<file path="src/rtl/pipe_stage_ctrl.sv">
// -----------------------------------------------------------------------------
// pipe_stage_ctrl
//   Control for a linear STAGES-deep instruction pipeline. Tracks which stages
//   hold live instructions. Generates per-stage enable/squash for the
//   pipeline registers. Handles stall back-propagation, per-stage kill and a
//   global flush. Keeps two performance counters.
//
// Ports
//   clk_i           clock, rising edge
//   reset_i         synchronous active-high reset
//   issue_valid_i   new instruction presented to stage 0
//   issue_ready_o   stage 0 accepts the presented instruction this cycle
//   stall_in_i      per-stage "needs another cycle" request
//   kill_in_i       per-stage discard of the resident instruction
//   flush_i         discard everything in flight plus the issuing instruction
//   out_stall_i     consumer of the last stage cannot accept
//   en_o            per-stage pipereg enable
//   squashn_o       per-stage pipereg squashn (0 = load a bubble)
//   valid_o         per-stage live flag (registered)
//   retire_o        last-stage instruction leaves this cycle
//   stall_cycles_o  saturating count of issue_valid & ~issue_ready cycles
//   retired_o       wrapping count of retire pulses
// -----------------------------------------------------------------------------
module pipe_stage_ctrl #(
   parameter int STAGES = 4,
   parameter int CNTW   = 16
) (
   input  logic              clk_i,
   input  logic              reset_i,
   input  logic              issue_valid_i,
   output logic              issue_ready_o,
   input  logic [STAGES-1:0] stall_in_i,
   input  logic [STAGES-1:0] kill_in_i,
   input  logic              flush_i,
   input  logic              out_stall_i,
   output logic [STAGES-1:0] en_o,
   output logic [STAGES-1:0] squashn_o,
   output logic [STAGES-1:0] valid_o,
   output logic              retire_o,
   output logic [CNTW-1:0]   stall_cycles_o,
   output logic [CNTW-1:0]   retired_o
);

   logic [STAGES-1:0] valid_q, valid_d;
   logic [STAGES-1:0] live, stalled, vin;
   logic [CNTW-1:0]   stall_cycles_q, stall_cycles_d;
   logic [CNTW-1:0]   retired_q, retired_d;

   // Stall is resolved from the last stage back toward stage 0. A dead stage
   // (bubble, killed or flushed) breaks the chain, so the stage behind it may
   // still advance into the freed slot.
   always_comb begin
      live    = valid_q & ~kill_in_i & {STAGES{~flush_i}};
      stalled = '0;
      stalled[STAGES-1] = live[STAGES-1] & (stall_in_i[STAGES-1] | out_stall_i);
      for (int i = STAGES-2; i >= 0; i--) begin
         stalled[i] = live[i] & (stall_in_i[i] | stalled[i+1]);
      end
      vin    = '0;
      vin[0] = issue_valid_i & ~flush_i;
      for (int i = 1; i < STAGES; i++) begin
         vin[i] = live[i-1] & ~stalled[i-1];
      end
   end

   // A stalled stage is always live, so holding it equals keeping a 1.
   assign valid_d       = stalled | vin;
   assign en_o          = ~stalled;
   assign squashn_o     = stalled | vin;
   assign issue_ready_o = ~stalled[0] & ~flush_i;
   assign retire_o      = live[STAGES-1] & ~stalled[STAGES-1];
   assign valid_o       = valid_q;

   always_comb begin
      stall_cycles_d = stall_cycles_q;
      if (issue_valid_i && !issue_ready_o && (stall_cycles_q != {CNTW{1'b1}}))
         stall_cycles_d = stall_cycles_q + 1'b1;
      retired_d = retired_q + CNTW'(retire_o);
   end

   always_ff @(posedge clk_i) begin
      if (reset_i) begin
         valid_q        <= '0;
         stall_cycles_q <= '0;
         retired_q      <= '0;
      end else begin
         valid_q        <= valid_d;
         stall_cycles_q <= stall_cycles_d;
         retired_q      <= retired_d;
      end
   end

   assign stall_cycles_o = stall_cycles_q;
   assign retired_o      = retired_q;

endmodule

</file>
<file path="config.mk">
export PLATFORM = sky130hd
export DESIGN_NAME = pipe_stage_ctrl
export DESIGN_NICKNAME = d
export VERILOG_FILES = /design/src/rtl/pipe_stage_ctrl.sv
export SDC_FILE = /design/constraint.sdc
export NUM_CORES = 1
export LEC_CHECK = 0
export BUFFER_PORTS_ARGS = -buffer_cell sky130_fd_sc_hd__buf_4
export CAP_MARGIN = 20
export CORE_UTILIZATION = 35
export CTS_BUF_LIST = sky130_fd_sc_hd__clkbuf_4 sky130_fd_sc_hd__clkbuf_8 sky130_fd_sc_hd__clkbuf_16
export DETAILED_ROUTE_END_ITERATION = 7
export PLACE_DENSITY = 0.62
export SLEW_MARGIN = 30
export SYNTH_ARGS = -nofsm -noshare
export SYNTH_HDL_FRONTEND = slang
export SYNTH_SLANG_ARGS = --single-unit
</file>
<file path="constraint.sdc">
create_clock -name clk_i -period 4.8 [get_ports clk_i]
set_clock_uncertainty 0.2 [all_clocks]
set_input_delay 0 -clock clk_i [delete_from_list [all_inputs] [get_ports clk_i]]
set_output_delay 0 -clock clk_i [all_outputs]
set_load 0.03 [all_outputs]
</file>
==> run summary, run 1 <==
core area - 4750 sq um
Worst EP arrival - 2980 ps
max cap viols - 0
Final Power - 0.575 mW
clock buffer depth - 2
Reg2Reg Setup Slack - 1960 ps
Worst Hold Path Cells - 5
drt first pass iters - 4
wire per inst - 12.2 um
area grow syn2layout - 39.1%
Slew Limit Headroom - 73.4%
multiplexer share of the synthesized area - 1.22%
PwrDens - 237 nW/um^2
Post-synth EDFFs - 0
Inst Count DP - 323
r2r endpoint - valid_o[2]
hpwl dp - 2.89 mm
Post-Synth Simple-Gate Area - 31.0%
Critical R2R Launch - valid_o[3]
Worst Setup End Kind - flop
critical path launch point type - input pin
NumNets Final - 290
Avg Synthesized Cell Area - 8.46 sq um
Final Max Tran Viols - 0
multi-input combinational cell area - 947 sq um
min Tclk post-route - 2960 ps
fmax - 0.338 GHz
die area - 5270 sq um
share of the synthesized area in the top cell type - 41.3%
drt initial violations - 102
maximum VDD drop - 0.000157 V
Syn. warnings - 0
hold path startpoint - issue_valid_i
GPL Wtd Cong - 0.765
total negative slack - 0 ps
top-count cell post-synth - dfxtp_1
main flop type after synthesis - dfxtp_1
vias per cell - 4.84
post-route insts no fill - 342
Area after DPL - 2220 sq um
post-synth top area cell - dfxtp_1
Core Util, Final - 51.0%
largest net degree at the start of global routing - 39
crit-path max cell delay - 600 ps
count of different cell masters after synthesis - 39
total CTS buffers - 5
via count - 1,654
endpoints failing setup - 0
Final Cycle Share - 61.6%
Gate Count Post-Synth - 206
worst path required time - 4820 ps
main area contributors after synthesis - dfxtp_1 41%, xor2_1 6.0%, nor2_1 5.6%
Filler Cells Inserted - 502
# rows - 25
CTS sink count - 36
final hold violations - 0
TritonCTS clock tree - yes
n_diodes - 0
worst setup margin - 1840 ps
Syn Nets - 222
Async S/R FF share, synth - 0%
adder-cell share of the synthesized area - 2.15%
largest family of logic cells by synthesized area - simple AND/OR/NAND/NOR gates
Final Cell Area - 2420 sq um
total congestion overflow - 0
DRC Markers - 0
Least-Margin Pin Slew - 397 ps
wirelength, routed - 4.16 mm
input/output buffers - 58
Chip Width - 72.6 um
sequential fraction of the synthesis area - 41.3%
xor/xnor cell area share of the yosys netlist - 8.04%
Tightest Hold Check Type - in2reg
I/O Pins - 59
most used cell, CP - dlygate4sd3_1
crit path max-delay cell type - dlygate4sd3_1
Worst-path clk slew - 70 ps
Final ANT Viol Nets - 0
Pleak - 0.987 nW
CP Cell Sequence - dlygate4sd3_1 -> buf_4 -> or3b_1 -> a211oi_4 -> inv_1 -> o31ai_1 -> dlygate4sd3_1 -> nor2b_1 -> dlygate4sd3_1
post-cts sizing count - 0
first-pass GRT wire length - 6.86 mm
post-synthesis compound-gate area fraction - 11.9%
share of layout cells above drive strength 1 - 26.2%
Commonest cells post-synth - 36 x dfxtp_1, 26 x nor2_1, 14 x a21oi_1
Hold WS - 22.2 ps
WS Path Type - in2reg
initial antenna violation count - 0
setup slack at placement - 2420 ps
GRT Overall Usage - 16.5%
CTS root buffer - clkbuf_8
R2R cell count - 7
Worst-Skew Late Latency - 280 ps
outcome - completed
Cell Area, Synth - 1740 sq um
#FFs+latches synth - 36
Hold Crit Endpoint - stall_cycles_o[6]
vias in the first global route - 1,581
Die H - 72.6 um
RSZ-0062 raised after global routing - no
Reg area - 721 sq um
worst-path fanout max - 11
Starting Density - 36.7%
H-tree levels - 2
## cells in the final DEF (no fill, tap or decap), drive strengths merged
cell type	count
a31oi	1
nor2b	9
or2	2
nor4b	1
or4	2
o221ai	1
and3	4
inv	8
clkbuf	8
nand4	11
or3b	2
buf	58
nor2	26
ha	3
xnor2	4
nand2b	2
dfxtp	36
and4	2
dlygate4sd3	11
o31ai	3
a211oi	2
o21ai	8
or3	8
and2	1
xor2	12
mux2	1
nand2	14
a31o	2
a21oi	14
nand3	9
mux2i	1
o21bai	2
nor3	7
## registers in the layout (all words and copies together) (netlist names)
| register | flops |
|---|---|
| retired_o | 16 |
| valid_o | 4 |
| stall_cycles_o | 16 |
## metal layers
| layer | wire (um) | track usage [%] | share of wire [%] |
|---|---|---|---|
| met1 | 1920 | 19.5 | 46 |
| met2 | 2020 | 29.3 | 49 |
| met3 | 187 | 4.03 | 4.5 |
| met4 | 38 | 5.23 | 0.91 |
| met5 | 0 | 0 | 0 |
## area by class of cell
class,count,area share (%)
multi-input cells,154,39.1
well taps,67,3.46
flip-flops and latches,36,29.7
inverters,8,1.24
clock buffers,8,4.02
repair buffers,69,22.5
## worst max-delay path by stage
| stage | start | to | slack, ps | cells after the start |
|---|---|---|---|---|
| floorplan | valid_o[3] | retired_o[6] | 1730 | 9 |
| global placement | valid_o[3] | retired_o[10] | 2500 | 8 |
| detailed placement | valid_o[3] | retired_o[6] | 2420 | 8 |
| CTS | flush_i | valid_o[2] | 1910 | 9 |
| global route | flush_i | valid_o[2] | 1720 | 9 |
| finish | flush_i | valid_o[2] | 1840 | 9 |
## repair_timing
item,4_1_cts,5_1_grt
endpoints found under the hold margin,34,0
buffers inserted,0,0
setup endpoints to repair,0,0
hold buffers,11,0
## logic make-up (layout without fill, tap and decap cells)
family	Yosys count	in the layout
buffers and inverters	16	85
multiplexers	2	2
XOR/XNOR	16	16
adder cells (fa/ha/maj)	3	3
AND/OR/NAND/NOR	100	100
AO/OA/AOI/OAI	33	33
flip-flops	36	36
## worst max-delay path: cells and delay by family
kind,cells,cell delay (ps)
and+or+nand+nor,2,590
AOI/OAI and AO/OA,2,430
buffers and inverters,5,1950
## power breakdown
part           internal (mW)  switching [mW]
clock                  0.128           0.104
combinational         0.0174          0.0230
sequential             0.300         0.00190
No activity file was read; power rests on OpenSTA's default activity.
==> inputs of run 2 (changes only) <==
- ABC_AREA: not set -> 1
- PLACE_DENSITY: 0.62 -> 0.6
- clock period: 4.8 -> 2.9 ns (I/O delays scaled with it)
==> run 2 against run 1 <==
Count of clock-buffer cells in the layout is 3 lower; hold slack better by 92 ps; final cell count is 36% higher; core utilization is 1.1 points lower; die area is 20% higher; combinational power grew to 2.5 times the previous value; first-iteration DRC count is 4.9% lower; setup slack worse by 1700 ps; critical path depth is 5 higher; non-clock buffer count is 6 higher; register-to-register slack worse by 1400 ps; clock power is 59% higher; critical path type is now in2out; critical endpoint is now issue_ready_o.
==> run summary, run 2 <==
total negative slack - 0 ps
largest net degree at the start of global routing - 32
first-pass GRT wire length - 8.82 mm
Reg area - 721 sq um
CTS sink count - 36
critical path launch point type - input pin
DRC Markers - 0
CTS root buffer - clkbuf_8
Filler Cells Inserted - 572
# rows - 27
count of different cell masters after synthesis - 25
Worst Setup End Kind - primary output
R2R cell count - 14
Least-Margin Pin Slew - 743 ps
Commonest cells post-synth - 70 x inv_1, 70 x nand2_1, 42 x nor2_1
share of layout cells above drive strength 1 - 22.4%
total congestion overflow - 0
Syn. warnings - 0
Worst-path clk slew - 80 ps
post-synth top area cell - dfxtp_1
area grow syn2layout - 34.2%
vias per cell - 4.55
outcome - completed
Die H - 79.4 um
#FFs+latches synth - 36
wire per inst - 10.8 um
fmax - 0.366 GHz
TritonCTS clock tree - yes
drt first pass iters - 4
main area contributors after synthesis - dfxtp_1 34%, inv_1 13%, nand2_1 13%
min Tclk post-route - 2740 ps
Avg Synthesized Cell Area - 6.60 sq um
Final ANT Viol Nets - 0
n_diodes - 0
Post-synth EDFFs - 0
Final Power - 0.972 mW
share of the synthesized area in the top cell type - 34.3%
endpoints failing setup - 0
RSZ-0062 raised after global routing - no
GRT Overall Usage - 17.7%
post-CTS setup buffer count - 0
Syn Nets - 334
main flop type after synthesis - dfxtp_1
Worst EP arrival - 2540 ps
Tightest Hold Check Type - in2reg
total CTS buffers - 5
final hold violations - 0
initial antenna violation count - 0
Worst Hold Path Cells - 7
Hold WS - 114 ps
input/output buffers - 58
clock buffer depth - 2
via count - 2,113
wirelength, routed - 4.99 mm
worst-path fanout max - 31
core area - 5640 sq um
Async S/R FF share, synth - 0%
worst path required time - 2700 ps
max cap viols - 0
most frequent cells in the layout - 70 x inv_1, 70 x nand2_1, 58 x buf_4
Slew Limit Headroom - 50.4%
vias in the first global route - 1,958
I/O Pins - 59
Starting Density - 37.2%
Gate Count Post-Synth - 318
WS Path Type - in2out
Cell Area, Synth - 2100 sq um
Core Util, Final - 49.9%
drt initial violations - 97
die area - 6310 sq um
Chip Width - 79.4 um
maximum VDD drop - 0.000180 V
# hold bufs at CTS - 17
NumNets Final - 407
GPL Wtd Cong - 0.801
PwrDens - 345 nW/um^2
Final Max Tran Viols - 0
setup slack at placement - 589 ps
H-tree levels - 2
sequential fraction of the synthesis area - 34.3%
Final Cycle Share - 94.3%
Pleak - 1.35 nW
hpwl dp - 3.35 mm
worst setup margin - 165 ps
post-cts sizing count - 0
multi-input combinational cell area - 1050 sq um
Worst-Skew Late Latency - 290 ps
run 2: cell types whose count changed after synthesis, moves of 10 or more:
cell     previous run  this run
nand3_2             0        14
inv_1               8        70
nand2_1            13        70
nand4_1            11        21
nor2_1             26        42
xor2_1             12         0
run 2: cell families (layout without fill, tap and decap cells):
family / after synthesis / in the layout / synth area share [%]
and+or+nand+nor: 176 / 176 / 41.9
buffers and inverters: 79 / 153 / 15.7
DFF: 36 / 36 / 34.3
AOI/OAI and AO/OA: 22 / 22 / 5.49
adders and majority gates: 3 / 3 / 1.79
xor gates and xnor gates: 2 / 2 / 0.835
run 2: power breakdown:
| group | leakage [nW] | switching (mW) | internal [mW] |
|---|---|---|---|
| combinational | 1.01 | 0.0607 | 0.0424 |
| sequential | 0.291 | 0.00377 | 0.498 |
| clock | 0.0479 | 0.200 | 0.168 |
| total | 1.35 | 0.264 | 0.708 |
run 2: worst paths after layout:
path            startpoint  slack (ps)            end
max                flush_i         160  issue_ready_o
min          stall_in_i[3]         110   retired_o[0]
max reg2reg     valid_o[3]         570  retired_o[14]
min reg2reg   retired_o[6]         320   retired_o[7]
run 2: final cells by class:
class,instances,share of cell area (%)
well taps,72,3.20
multi-input cells,203,37.2
repair buffers,75,21.5
clock inverters,3,0.667
inverters,70,9.33
flip-flops and latches,36,25.6
clock buffers,5,2.44
run 2: worst max-delay path, stage by stage:
cell and delay [ps]:
dlygate4sd3_1 540, buf_4 160, nor2_2 120, dlygate4sd3_1 580
nand3_2 120, nand2_1 90, nand2_2 80, nand2_2 90
nand2_4 60, nand2_4 60, nand2_4 60, nand2_4 310
inv_1 80, buf_4 180
run 2: stage by stage:
| step | instance area [sq um] | std cells |
|---|---|---|
| 2_1_floorplan | 2100 | 318 |
| 3_3_place_gp | 2560 | 439 |
| 3_5_place_dp | 2560 | 439 |
| 4_1_cts | 2820 | 464 |
| 5_1_grt | 2820 | 464 |
| 6_report | 2820 | 464 |
run 2: layer usage:
layer	GRT usage, %	vias to the layer above	routed length, um
met1	21.1	928	2320
met5	0	-	0
met3	5.14	6	275
met4	5.82	0	59
met2	30.3	44	2340
li1	-	1135	-
